$ cat src/rtl/vga_pkg.sv
// rtl/vga_pkg.sv - shared 640x480@60 raster constants, counter type and window helpers
package vga_pkg;

    localparam int CNT_W = 10;

    localparam int H_ACTIVE_DEF = 640;
    localparam int H_FRONT_DEF  = 16;
    localparam int H_SYNC_DEF   = 96;
    localparam int H_BACK_DEF   = 48;

    localparam int V_ACTIVE_DEF = 480;
    localparam int V_FRONT_DEF  = 10;
    localparam int V_SYNC_DEF   = 2;
    localparam int V_BACK_DEF   = 33;

    localparam bit SYNC_POL_DEF = 1'b0;

    typedef logic [CNT_W-1:0] cnt_t;

    function automatic int span_total(input int active, input int front,
                                      input int sync, input int back);
        return active + front + sync + back;
    endfunction

    localparam int H_TOTAL_DEF = span_total(H_ACTIVE_DEF, H_FRONT_DEF, H_SYNC_DEF, H_BACK_DEF);
    localparam int V_TOTAL_DEF = span_total(V_ACTIVE_DEF, V_FRONT_DEF, V_SYNC_DEF, V_BACK_DEF);

    // Half-open window [lo, lo+len) on a raster counter.
    function automatic logic in_span(input cnt_t v, input int lo, input int len);
        return (int'(v) >= lo) && (int'(v) < lo + len);
    endfunction

endpackage

$ cat src/rtl/sync2.sv
// rtl/sync2.sv - two-flop single-bit synchroniser with asynchronous active-low clear
module sync2 (
    input  logic clk,
    input  logic rst_n,
    input  logic d,
    output logic q
);

    logic meta_q;
    logic sync_q;

    always_ff @(posedge clk or negedge rst_n) begin
        if (!rst_n) begin
            meta_q <= 1'b0;
            sync_q <= 1'b0;
        end else begin
            meta_q <= d;
            sync_q <= meta_q;
        end
    end

    assign q = sync_q;

endmodule

$ cat src/rtl/vga_timing.sv
// rtl/vga_timing.sv - VGA raster timing generator gated by a synchronised PLL lock
module vga_timing
    import vga_pkg::*;
#(
    parameter int H_ACTIVE = H_ACTIVE_DEF,
    parameter int H_FRONT  = H_FRONT_DEF,
    parameter int H_SYNC   = H_SYNC_DEF,
    parameter int H_BACK   = H_BACK_DEF,
    parameter int V_ACTIVE = V_ACTIVE_DEF,
    parameter int V_FRONT  = V_FRONT_DEF,
    parameter int V_SYNC   = V_SYNC_DEF,
    parameter int V_BACK   = V_BACK_DEF,
    parameter bit SYNC_POL = SYNC_POL_DEF
) (
    input  logic             clk,
    input  logic             rst,
    input  logic             pix_clk_lock,
    output logic             hsync,
    output logic             vsync,
    output logic             de,
    output logic [CNT_W-1:0] x,
    output logic [CNT_W-1:0] y,
    output logic             line_start,
    output logic             frame_start
);

    localparam int H_TOTAL  = span_total(H_ACTIVE, H_FRONT, H_SYNC, H_BACK);
    localparam int V_TOTAL  = span_total(V_ACTIVE, V_FRONT, V_SYNC, V_BACK);
    localparam int HS_START = H_ACTIVE + H_FRONT;
    localparam int VS_START = V_ACTIVE + V_FRONT;
    localparam bit SYNC_IDLE = ~SYNC_POL;

    logic lock_s;

    sync2 u_lock_sync (
        .clk   (clk),
        .rst_n (rst),
        .d     (pix_clk_lock),
        .q     (lock_s)
    );

    cnt_t h_cnt_q, h_cnt_d;
    cnt_t v_cnt_q, v_cnt_d;
    logic h_wrap, v_wrap;

    logic hsync_q, hsync_d;
    logic vsync_q, vsync_d;
    logic de_q, de_d;
    cnt_t x_q, x_d;
    cnt_t y_q, y_d;
    logic line_start_q, line_start_d;
    logic frame_start_q, frame_start_d;

    always_comb begin
        h_wrap  = (h_cnt_q == cnt_t'(H_TOTAL - 1));
        v_wrap  = (v_cnt_q == cnt_t'(V_TOTAL - 1));
        h_cnt_d = '0;
        v_cnt_d = '0;
        if (lock_s) begin
            h_cnt_d = h_wrap ? '0 : h_cnt_q + cnt_t'(1);
            v_cnt_d = v_cnt_q;
            if (h_wrap) begin
                v_cnt_d = v_wrap ? '0 : v_cnt_q + cnt_t'(1);
            end
        end
    end

    // Outputs decode the pre-increment counters, so they trail the counters by one clock.
    always_comb begin
        de_d          = lock_s && in_span(h_cnt_q, 0, H_ACTIVE) && in_span(v_cnt_q, 0, V_ACTIVE);
        hsync_d       = (lock_s && in_span(h_cnt_q, HS_START, H_SYNC)) ? SYNC_POL : SYNC_IDLE;
        vsync_d       = (lock_s && in_span(v_cnt_q, VS_START, V_SYNC)) ? SYNC_POL : SYNC_IDLE;
        x_d           = de_d ? h_cnt_q : '0;
        y_d           = de_d ? v_cnt_q : '0;
        line_start_d  = de_d && (h_cnt_q == '0);
        frame_start_d = line_start_d && (v_cnt_q == '0);
    end

    always_ff @(posedge clk or negedge rst) begin
        if (!rst) begin
            h_cnt_q       <= '0;
            v_cnt_q       <= '0;
            hsync_q       <= SYNC_IDLE;
            vsync_q       <= SYNC_IDLE;
            de_q          <= 1'b0;
            x_q           <= '0;
            y_q           <= '0;
            line_start_q  <= 1'b0;
            frame_start_q <= 1'b0;
        end else begin
            h_cnt_q       <= h_cnt_d;
            v_cnt_q       <= v_cnt_d;
            hsync_q       <= hsync_d;
            vsync_q       <= vsync_d;
            de_q          <= de_d;
            x_q           <= x_d;
            y_q           <= y_d;
            line_start_q  <= line_start_d;
            frame_start_q <= frame_start_d;
        end
    end

    assign hsync       = hsync_q;
    assign vsync       = vsync_q;
    assign de          = de_q;
    assign x           = x_q;
    assign y           = y_q;
    assign line_start  = line_start_q;
    assign frame_start = frame_start_q;

endmodule

$ cat config.mk
export PLATFORM = sky130hd
export DESIGN_NAME = vga_timing
export DESIGN_NICKNAME = d
export VERILOG_FILES = /design/src/rtl/vga_pkg.sv /design/src/rtl/sync2.sv /design/src/rtl/vga_timing.sv
export SDC_FILE = /design/constraint.sdc
export NUM_CORES = 1
export LEC_CHECK = 0
export CAP_MARGIN = 20
export CORE_MARGIN = 3
export CORE_UTILIZATION = 25
export DETAILED_ROUTE_END_ITERATION = 8
export GPL_TIMING_DRIVEN = 0
export HOLD_SLACK_MARGIN = 0.06
export PLACE_DENSITY = 0.43
export SLEW_MARGIN = 20
export SYNTH_ARGS = -nofsm -noshare
export SYNTH_HDL_FRONTEND = slang
export SYNTH_SLANG_ARGS = --single-unit
$ cat constraint.sdc
create_clock -name clk -period 1.75 [get_ports clk]
set_input_delay 0.35 -clock clk [delete_from_list [all_inputs] [get_ports clk]]
set_output_delay 0.35 -clock clk [all_outputs]
set_load 0.03 [all_outputs]
# Word-level counts from Yosys, hierarchy flattened

Index checks and enable logic that the tools add are counted.

Bits in registers: 47
Bits of input ports: 3
Output and inout bits: 25
Logic and storage cells: 41

Add/subtract/negate cells: 2
$lt $le $gt $ge: 6
Equal/unequal tests: 3
Mux-type cells: 9
Reduce and logical (&&, ||, !) cells: 10

Operators with widths:

| cell                                                                           | count |
|---|---|
| 10-bit 2-to-1 mux                                                              | 7 |
| 10-bit by 1-bit adder with 10-bit output (second input constant)               | 2 |
| 10-bit equality test (second input constant)                                   | 2 |
| 10-bit zero test                                                               | 2 |
| 10-bit less-than comparator (second input constant)                            | 2 |
| 10-bit by 9-bit less-than comparator with 1-bit output (second input constant) | 2 |
| 10-bit >= comparator (second input constant)                                   | 1 |
| 10-bit by 9-bit >= comparator with 1-bit output (second input constant)        | 1 |
| 1-bit logical AND                                                              | 8 |
| 1-bit 2-to-1 mux                                                               | 2 |
| 2-bit inequality test (second input constant)                                  | 1 |

# Depth between registers and ports, before layout

Gate-level depths: netlist (run 1).

Word-level depth: 5
Gate-level depth with buffers: 7

# By module

A second synthesis (run 1) with hierarchy kept.

Cell total of the unflattened synthesis: 184
Area, all modules: 2,072.0 sq um

Modules (own cells, without submodules):

| module     | instances | cells an instance | area each (sq um) |
|---|---|---|---|
| vga_timing | 1         | 182               | 2,021.9 |
| sync2      | 1         | 2                 | 50.0 |

# Least setup slack after synthesis (run 1)

Ideal clock, no wire load.

Path type: register to register
Start: register h_cnt_q[0]
End: register v_cnt_q[5]
Arrival: 1.541 ns
Data required time: 1.668 ns
Slack: 0.127 ns
Stages on the path, launching flop included: 7
Cell sequence: dfrtp_1 ha_1 nand4_4 nor4_4 buf_6 nand3_1 a31oi_1

Cells in the longest elaborated chain, start to end: 2

RTL lines:

| what                            | line             | source |
|---|---|---|
| start, declared                 | vga_timing.sv:42 | `cnt_t h_cnt_q, h_cnt_d;` |
| start signal, assigned          | vga_timing.sv:91 | `h_cnt_q <= h_cnt_d;` |
| 10-bit equality test            | vga_timing.sv:55 | `h_wrap = (h_cnt_q == cnt_t'(H_TOTAL - 1));` |
| 2-bit inequality test (no line) | -                |  |
| end signal, assigned            | vga_timing.sv:92 | `v_cnt_q <= v_cnt_d;` |
| end, declared                   | vga_timing.sv:43 | `cnt_t v_cnt_q, v_cnt_d;` |

No other way between the ends.
A chain may end at the register's enable or synchronous reset.

# Worst setup path in the final report (run 1)

Start: register h_cnt_q[1]
End: register h_cnt_q[8]

Cells in the longest elaborated chain, start to end: 3
Elaborated cells between the ends (all ways): 4
Those cells by class: add/sub (1); eq/ne (1); mux (2)

RTL lines:

| what                                                                             | line                               | source |
|---|---|---|
| 10-bit by 1-bit adder with 10-bit output or 10-bit equality test (tied branches) | vga_timing.sv:60, vga_timing.sv:55 |  |
| 10-bit 2-to-1 mux *                                                              | vga_timing.sv:60                   | `h_cnt_d = h_wrap ? '0 : h_cnt_q + cnt_t'(1);` |
| 10-bit 2-to-1 mux *                                                              | vga_timing.sv:59                   | `if (lock_s) begin` |
| named net h_cnt_d[8]                                                             | vga_timing.sv:42                   |  |

The timed path passes the listed nets; every way through them passes the cells marked *.

==> run summary, run 1 <==
outcome: finished clean
post-synthesis mux area share: 0
final setup margin: 0.0476 ns
row cnt: 33
GRT Util Overall: 0.0959
Via Count: 1516
cell area power density: 698 nW/um^2
area share of the largest cell type after synthesis: 0.522
Area Growth Syn to Fin: 30.5%
Die ar.: 9770 sq um
unrepaired setup endpoints after global routing: yes
leading area contributor after synthesis: dfrtp_1
clock buffer depth: 2
Hold Startpoint: u_lock_sync.meta_q$_DFF_PN0_
WP data arrival: 1.94 ns
most common cell in the synthesized netlist: dfrtp_1
RR Startpoint: h_cnt_q[1]$_DFF_PN0_
multi-input logic area: 887 sq um
Gate Count Post-Synth: 188
first-iteration detailed-routing DRC count: 150
share of post-route cells with drive strength above 1: 0.230
clk_skew: 0.00961 ns
antenna diode count: 0
fill cell count: 851
Leak: 1.18 nW
Initial DRT Pass Iterations: 4
post-route antenna net violation count: 0
r2r endpoint: h_cnt_q[8]$_DFF_PN0_
largest net degree at the start of global routing: 31
Crit Path Class: reg -> reg
Top Ports: 28
Final Slew Violations: 0
HP Class: reg -> reg
worst hold path depth: 0
Clock Sinks: 47
Mean Syn Cell Area: 11.5 sq um
final period utilization: 0.973
largest family of logic cells by synthesized area: simple AND/OR/NAND/NOR gates
number of synthesized register bits: 47
number of H-tree levels: 2
initial antenna violation count: 0
root buffer cell: clkbuf_8
Final nets: 241
mapped cell area: 2160 sq um
Adder-Cell Fraction of Synth Area: 0.0232
maximum vdd drop: 0.000261 V
FMAX: 0.587 GHz
EDFF count, synth: 0
vias in the first global route: 1401
number of remaining DRC errors: 0
Synth Area in Simple Gates: 0.279
Routability Congestion: 0.784
Final HPWL DP: 3130 um
reg2reg path depth: 6
CP Launch Type: flip-flop
CP Capture Type: flip-flop
main area contributors after synthesis: dfrtp_1, and2_1, nand3_1
Mapped Nets: 195
drt via density: 4.46
Seq/Total Area, Yosys: 0.547
most frequent cells after synthesis: dfrtp_1, and2_1, nand3_1
CTS tree: done
Synth Area in XOR/XNOR: 0.0284
Maximum Capacitance Violations: 0
Placed Cells: 321
register area: 1180 sq um
clock edge transition at the registers on the reported setup and hold paths: 0.09 ns
Final min period: 1.70 ns
first-pass GRT wire length: 7540 um
Die Wd: 98.9 um
Initial Utilization: 0.260
I/O Buffers: 27
post-DR wirelength/cell: 13.6 um
latest clock arrival within the worst-skew pair: 0.30 ns
die height: 98.9 um
final hold slack: 0.357 ns
reg-to-reg setup timing slack: 0.05 ns
Worst Path Max Fanout: 5
Overflow after GRT: 0
leading register cell type out of synthesis: dfrtp_1
Finished Layout Cells: 340
area of the core: 8300 sq um
Final setup viols: 0
Post-synth ARST share: 1.00
count of cell types in the netlist: 45
synth warn: 0
Final Core Density: 0.339
post-synthesis compound-gate area fraction: 0.0534
TritonCTS Buffers: 5
worst endpoint required time: 1.99 ns
Place WS: -0.228 ns
Routed WL: 4620 um
Fin. Hold Viols: 0
Worst Hold Path EP: u_lock_sync.q$_DFF_PN0_
==> worst max path at each step <==
stage          slack (ns)  cells after the start                      to              startpoint
2_1_floorplan        0.13                      6  v_cnt_q[5]$_DFFE_PN0P_    h_cnt_q[0]$_DFF_PN0_
6_report             0.05                      6    h_cnt_q[8]$_DFF_PN0_    h_cnt_q[1]$_DFF_PN0_
5_1_grt             -0.05                      5  v_cnt_q[6]$_DFFE_PN0P_  v_cnt_q[7]$_DFFE_PN0P_
3_5_place_dp        -0.23                      5  v_cnt_q[6]$_DFFE_PN0P_    h_cnt_q[0]$_DFF_PN0_
4_1_cts              0.02                      6  v_cnt_q[5]$_DFFE_PN0P_    h_cnt_q[0]$_DFF_PN0_
3_3_place_gp        -1.11                      1          x[0]$_DFF_PN0_                     rst
==> kinds of logic after synthesis <==
logic type,count (synthesis)
AO/OA/AOI/OAI,18
AND/OR/NAND/NOR,93
XOR/XNOR,7
adder cells (fa/ha/maj),4
flip-flops,47
other,1
buffers and inverters,18
==> stage by stage <==
| stage | TNS (ns) | power, mW | cell area, sq um |
|---|---|---|---|
| global placement | -53.66 | 1.26 | 2560 |
| finish | 0 | 1.96 | 2810 |
| global route | -0.153 | 2.05 | 2810 |
| CTS | 0 | 1.99 | 2710 |
| floorplan | 0 | 1.20 | 2160 |
| detailed placement | -2.27 | 1.27 | 2570 |
==> metal layers <==
metal  vias up  global-route usage  part of all wire  wire [um]
li1        754                   -                 -          -
met1       729               0.141              0.51       2350
met2        27               0.136              0.44       2040
met3         6              0.0198             0.034        156
met4         0              0.0378             0.015         70
met5         -                   0                 0          0
==> critical path: stages (launching register included) <==
cell and delay, ns:
dfrtp_2 0.43, ha_4 0.16, nand4_4 0.15, buf_4 0.18, or3_2 0.47, xor2_2 0.16, nor2_1 0.09
==> placed cells by master, fill, tap and decap left out, drive strengths merged, types with 7 or more instances in the layout <==
cell type	instances
a31oi	8
and2	22
buf	18
clkbuf	10
clkdlybuf4s50	24
dfrtp	45
inv	7
nand2	10
nand3	16
nand4	9
nor2	12
==> sequential cells by signal (all words and copies together) (netlist names) <==
| register | count |
|---|---|
| vsync | 1 |
| hsync | 1 |
| line_start | 1 |
| v_cnt_q | 10 |
| de | 1 |
| x | 10 |
| frame_start | 1 |
| y | 10 |
| u_lock_sync.meta_q | 1 |
| u_lock_sync.q | 1 |
| h_cnt_q | 10 |
==> layout make-up <==
class                      instances  area share
buffer                            11      0.0423
clock buffer                       6      0.0294
inverter                           7     0.00934
timing repair buffer              39       0.131
tap                              105      0.0467
sequential                        47       0.420
clock inverter                     2     0.00578
multi-input combinational        123       0.315
==> timing repair <==
action | 4_1_cts | 5_1_grt
gates resized for setup | 6 | 7
gates cloned | 0 | 1
pin swaps | 1 | 4
endpoints found under the setup margin | 18 | 9
hold buffers | 1 | 0
buffers inserted | 1 | 8
endpoints found under the hold margin | 17 | 0
==> where the power goes <==
part	total [mW]	internal, mW	switching, mW
logic	0.134	0.0527	0.0813
clock network	0.712	0.323	0.389
registers	1.12	1.10	0.0139
total	1.96	1.48	0.484
Note: power is estimated with default switching activity, not from simulation.
==> run 2, diff against run 1 <==
Clock period 1.75 ns to 1.85 ns, I/O delays scaled along.
==> run 2 against run 1 <==
Hold slack barely moved. Clock skew hardly changed. Largest power group unchanged. Critical path depth up 1. Combinational power down 9%. Critical endpoint is now v_cnt_q[6]$_DFFE_PN0P_. Critical path type unchanged. Utilization is 0.92 points lower. Clock power fell by 5.2%.
==> run summary, run 2 (synthesis results as in run 1) <==
Cell Area, Placed: 2570 sq um (unchanged)
GRT Util Overall: 0.0954 (-0.000444)
post-route antenna net violation count: 0 (unchanged)
Fin. Hold Viols: 0 (unchanged)
Top Ports: 28 (unchanged)
Routability Congestion: 0.784 (unchanged)
Area Growth Syn to Fin: 26.9%
WP data arrival: 1.91 ns (-0.03 ns)
share of post-route cells with drive strength above 1: 0.197 (-0.0324)
maximum vdd drop: 0.000245 V (-6.3%)
Final setup viols: 0 (unchanged)
Finished Layout Cells: 333 (-2.1%)
first-pass GRT wire length: 7510 um (-0.36%)
reg-to-reg setup timing slack: 0.12 ns (+0.07 ns)
antenna diode count: 0 (unchanged)
Hold Startpoint: u_lock_sync.meta_q$_DFF_PN0_
commonest non-fill, non-tap cell in the layout: dfrtp_1
latest clock arrival within the worst-skew pair: 0.30 ns (about the same)
Die ar.: 9770 sq um (unchanged)
Worst Path Buf+Inv: 2 (+1)
clk_skew: 0.00946 ns (-0.000145 ns)
fill cell count: 847 (-0.47%)
Clock Sinks: 47 (unchanged)
Place WS: -0.128 ns (+0.100 ns)
Final HPWL DP: 3130 um (unchanged)
worst endpoint required time: 2.02 ns (+0.03 ns)
crit-path cells: inv_1 > ha_1 > and2b_2 > nand4_2 > buf_6 > a31oi_1 > a31oi_1
outcome: finished clean
cell area power density: 678 nW/um^2 (-2.9%)
number of H-tree levels: 2 (unchanged)
Routed WL: 4490 um (-2.7%)
FMAX: 0.577 GHz (-1.8%)
final instance area: 2740 sq um (-2.7%)
Final min period: 1.73 ns (+0.0317 ns)
CP Launch Type: flip-flop
drt via density: 4.52 (+1.3%)
Die Wd: 98.9 um (unchanged)
most frequent cells in the layout: dfrtp_1, clkdlybuf4s50_1, and2_1, nand3_1, nor2_1
reg2reg path depth: 7 (+1)
worst hold path depth: 0 (unchanged)
final period utilization: 0.937 (-0.0354)
Crit Path Class: reg -> reg
TritonCTS Buffers: 5 (unchanged)
Final Slew Violations: 0 (unchanged)
RR Startpoint: v_cnt_q[0]$_DFFE_PN0P_
Placed Cells: 321 (unchanged)
Via Count: 1504 (-0.79%)
number of remaining DRC errors: 0 (unchanged)
root buffer cell: clkbuf_8
Initial DRT Pass Iterations: 4 (unchanged)
Maximum Capacitance Violations: 0 (unchanged)
I/O Buffers: 27 (unchanged)
Worst Path Max Fanout: 10 (+5)
Leak: 1.14 nW (-3.3%)
clock edge transition at the registers on the reported setup and hold paths: 0.09 ns (about the same)
CP Capture Type: flip-flop
largest net degree at the start of global routing: 31 (unchanged)
Final nets: 234 (-2.9%)
Initial Utilization: 0.260 (unchanged)
area of the core: 8300 sq um (unchanged)
max incr delay on CP: 0.46 ns (about the same)
Pwr Total: 1.86 mW (-5.5%)
post-DR wirelength/cell: 13.5 um (-0.68%)
HP Class: reg -> reg
final setup margin: 0.116 ns (+0.0683 ns)
Worst Hold Path EP: u_lock_sync.q$_DFF_PN0_
first-iteration detailed-routing DRC count: 136 (-9.3%)
family with the most delay on the worst path: flip-flops
CTS tree: done
die height: 98.9 um (unchanged)
crit path max-delay cell type: dfrtp_1
initial antenna violation count: 0 (unchanged)
clock buffer depth: 2 (unchanged)
critical path's most frequent cell: a31oi_1
r2r endpoint: v_cnt_q[6]$_DFFE_PN0P_
Overflow after GRT: 0 (unchanged)
row cnt: 33 (unchanged)
vias in the first global route: 1395 (-0.43%)
[run 2: cell types whose count changed in the layout (fill, tap and decap cells not counted), sizes merged]
cell	change
buf	-7
[run 2: worst max path at each step]
stage	to	startpoint	depth (start not counted)
5_1_grt	v_cnt_q[5]$_DFFE_PN0P_	h_cnt_q[0]$_DFF_PN0_	6
6_report	v_cnt_q[6]$_DFFE_PN0P_	v_cnt_q[0]$_DFFE_PN0P_	7
3_3_place_gp	x[0]$_DFF_PN0_	rst	1
3_5_place_dp	v_cnt_q[6]$_DFFE_PN0P_	h_cnt_q[0]$_DFF_PN0_	5
4_1_cts	v_cnt_q[6]$_DFFE_PN0P_	h_cnt_q[0]$_DFF_PN0_	5
2_1_floorplan	v_cnt_q[5]$_DFFE_PN0P_	h_cnt_q[0]$_DFF_PN0_	6
[run 2: stage by stage]
stage / util / setup TNS (ns) / hold WS (ns)
after CTS: 0.324 / 0 / 0.360
after global placement: 0.308 / -48.40 / 0.334
final: 0.330 / 0 / 0.356
after detailed placement: 0.310 / -0.822 / 0.338
after floorplan: - / 0 / 0.0744
after global routing: 0.330 / -0.00497 / 0.379
[run 2: layout make-up]
| class | count | area [sq um] | share of cell area |
|---|---|---|---|
| clock inverters | 2 | 16.3 | 0.00594 |
| clock buffers | 6 | 82.6 | 0.0302 |
| plain buffers | 11 | 119 | 0.0434 |
| multi-input cells | 123 | 865 | 0.316 |
| repair buffers | 32 | 315 | 0.115 |
| inverters | 7 | 26.3 | 0.00960 |
| well taps | 105 | 131 | 0.0480 |
| flip-flops and latches | 47 | 1180 | 0.432 |
[run 2: layer usage]
metal / global-route usage / share of wire / wire [um]
met5: 0 / 0 / 0
met4: 0.0378 / 0.018 / 80
met3: 0.0198 / 0.039 / 173
met2: 0.134 / 0.45 / 2010
met1: 0.142 / 0.50 / 2230
[run 2: worst register-to-register path: stages (launching register included)]
cell and delay [ns]:
dfrtp_1 0.46, inv_1 0.12, ha_1 0.20, and2b_2 0.18
nand4_2 0.21, buf_6 0.22, a31oi_1 0.14, a31oi_1 0.07
[run 2: power by group]
| group | leakage (nW) | internal, mW | switching (mW) |
|---|---|---|---|
| clock | 0.0474 | 0.306 | 0.369 |
| combinational | 0.462 | 0.0471 | 0.0754 |
| sequential | 0.632 | 1.04 | 0.0134 |
[run 2: what timing repair did]
action,CTS,global route
endpoints found under the setup margin,15,15
hold endpoints to repair,17,0
hold buffers,1,0
resized for setup,3,6
pin swaps,1,1
setup buffers,1,2
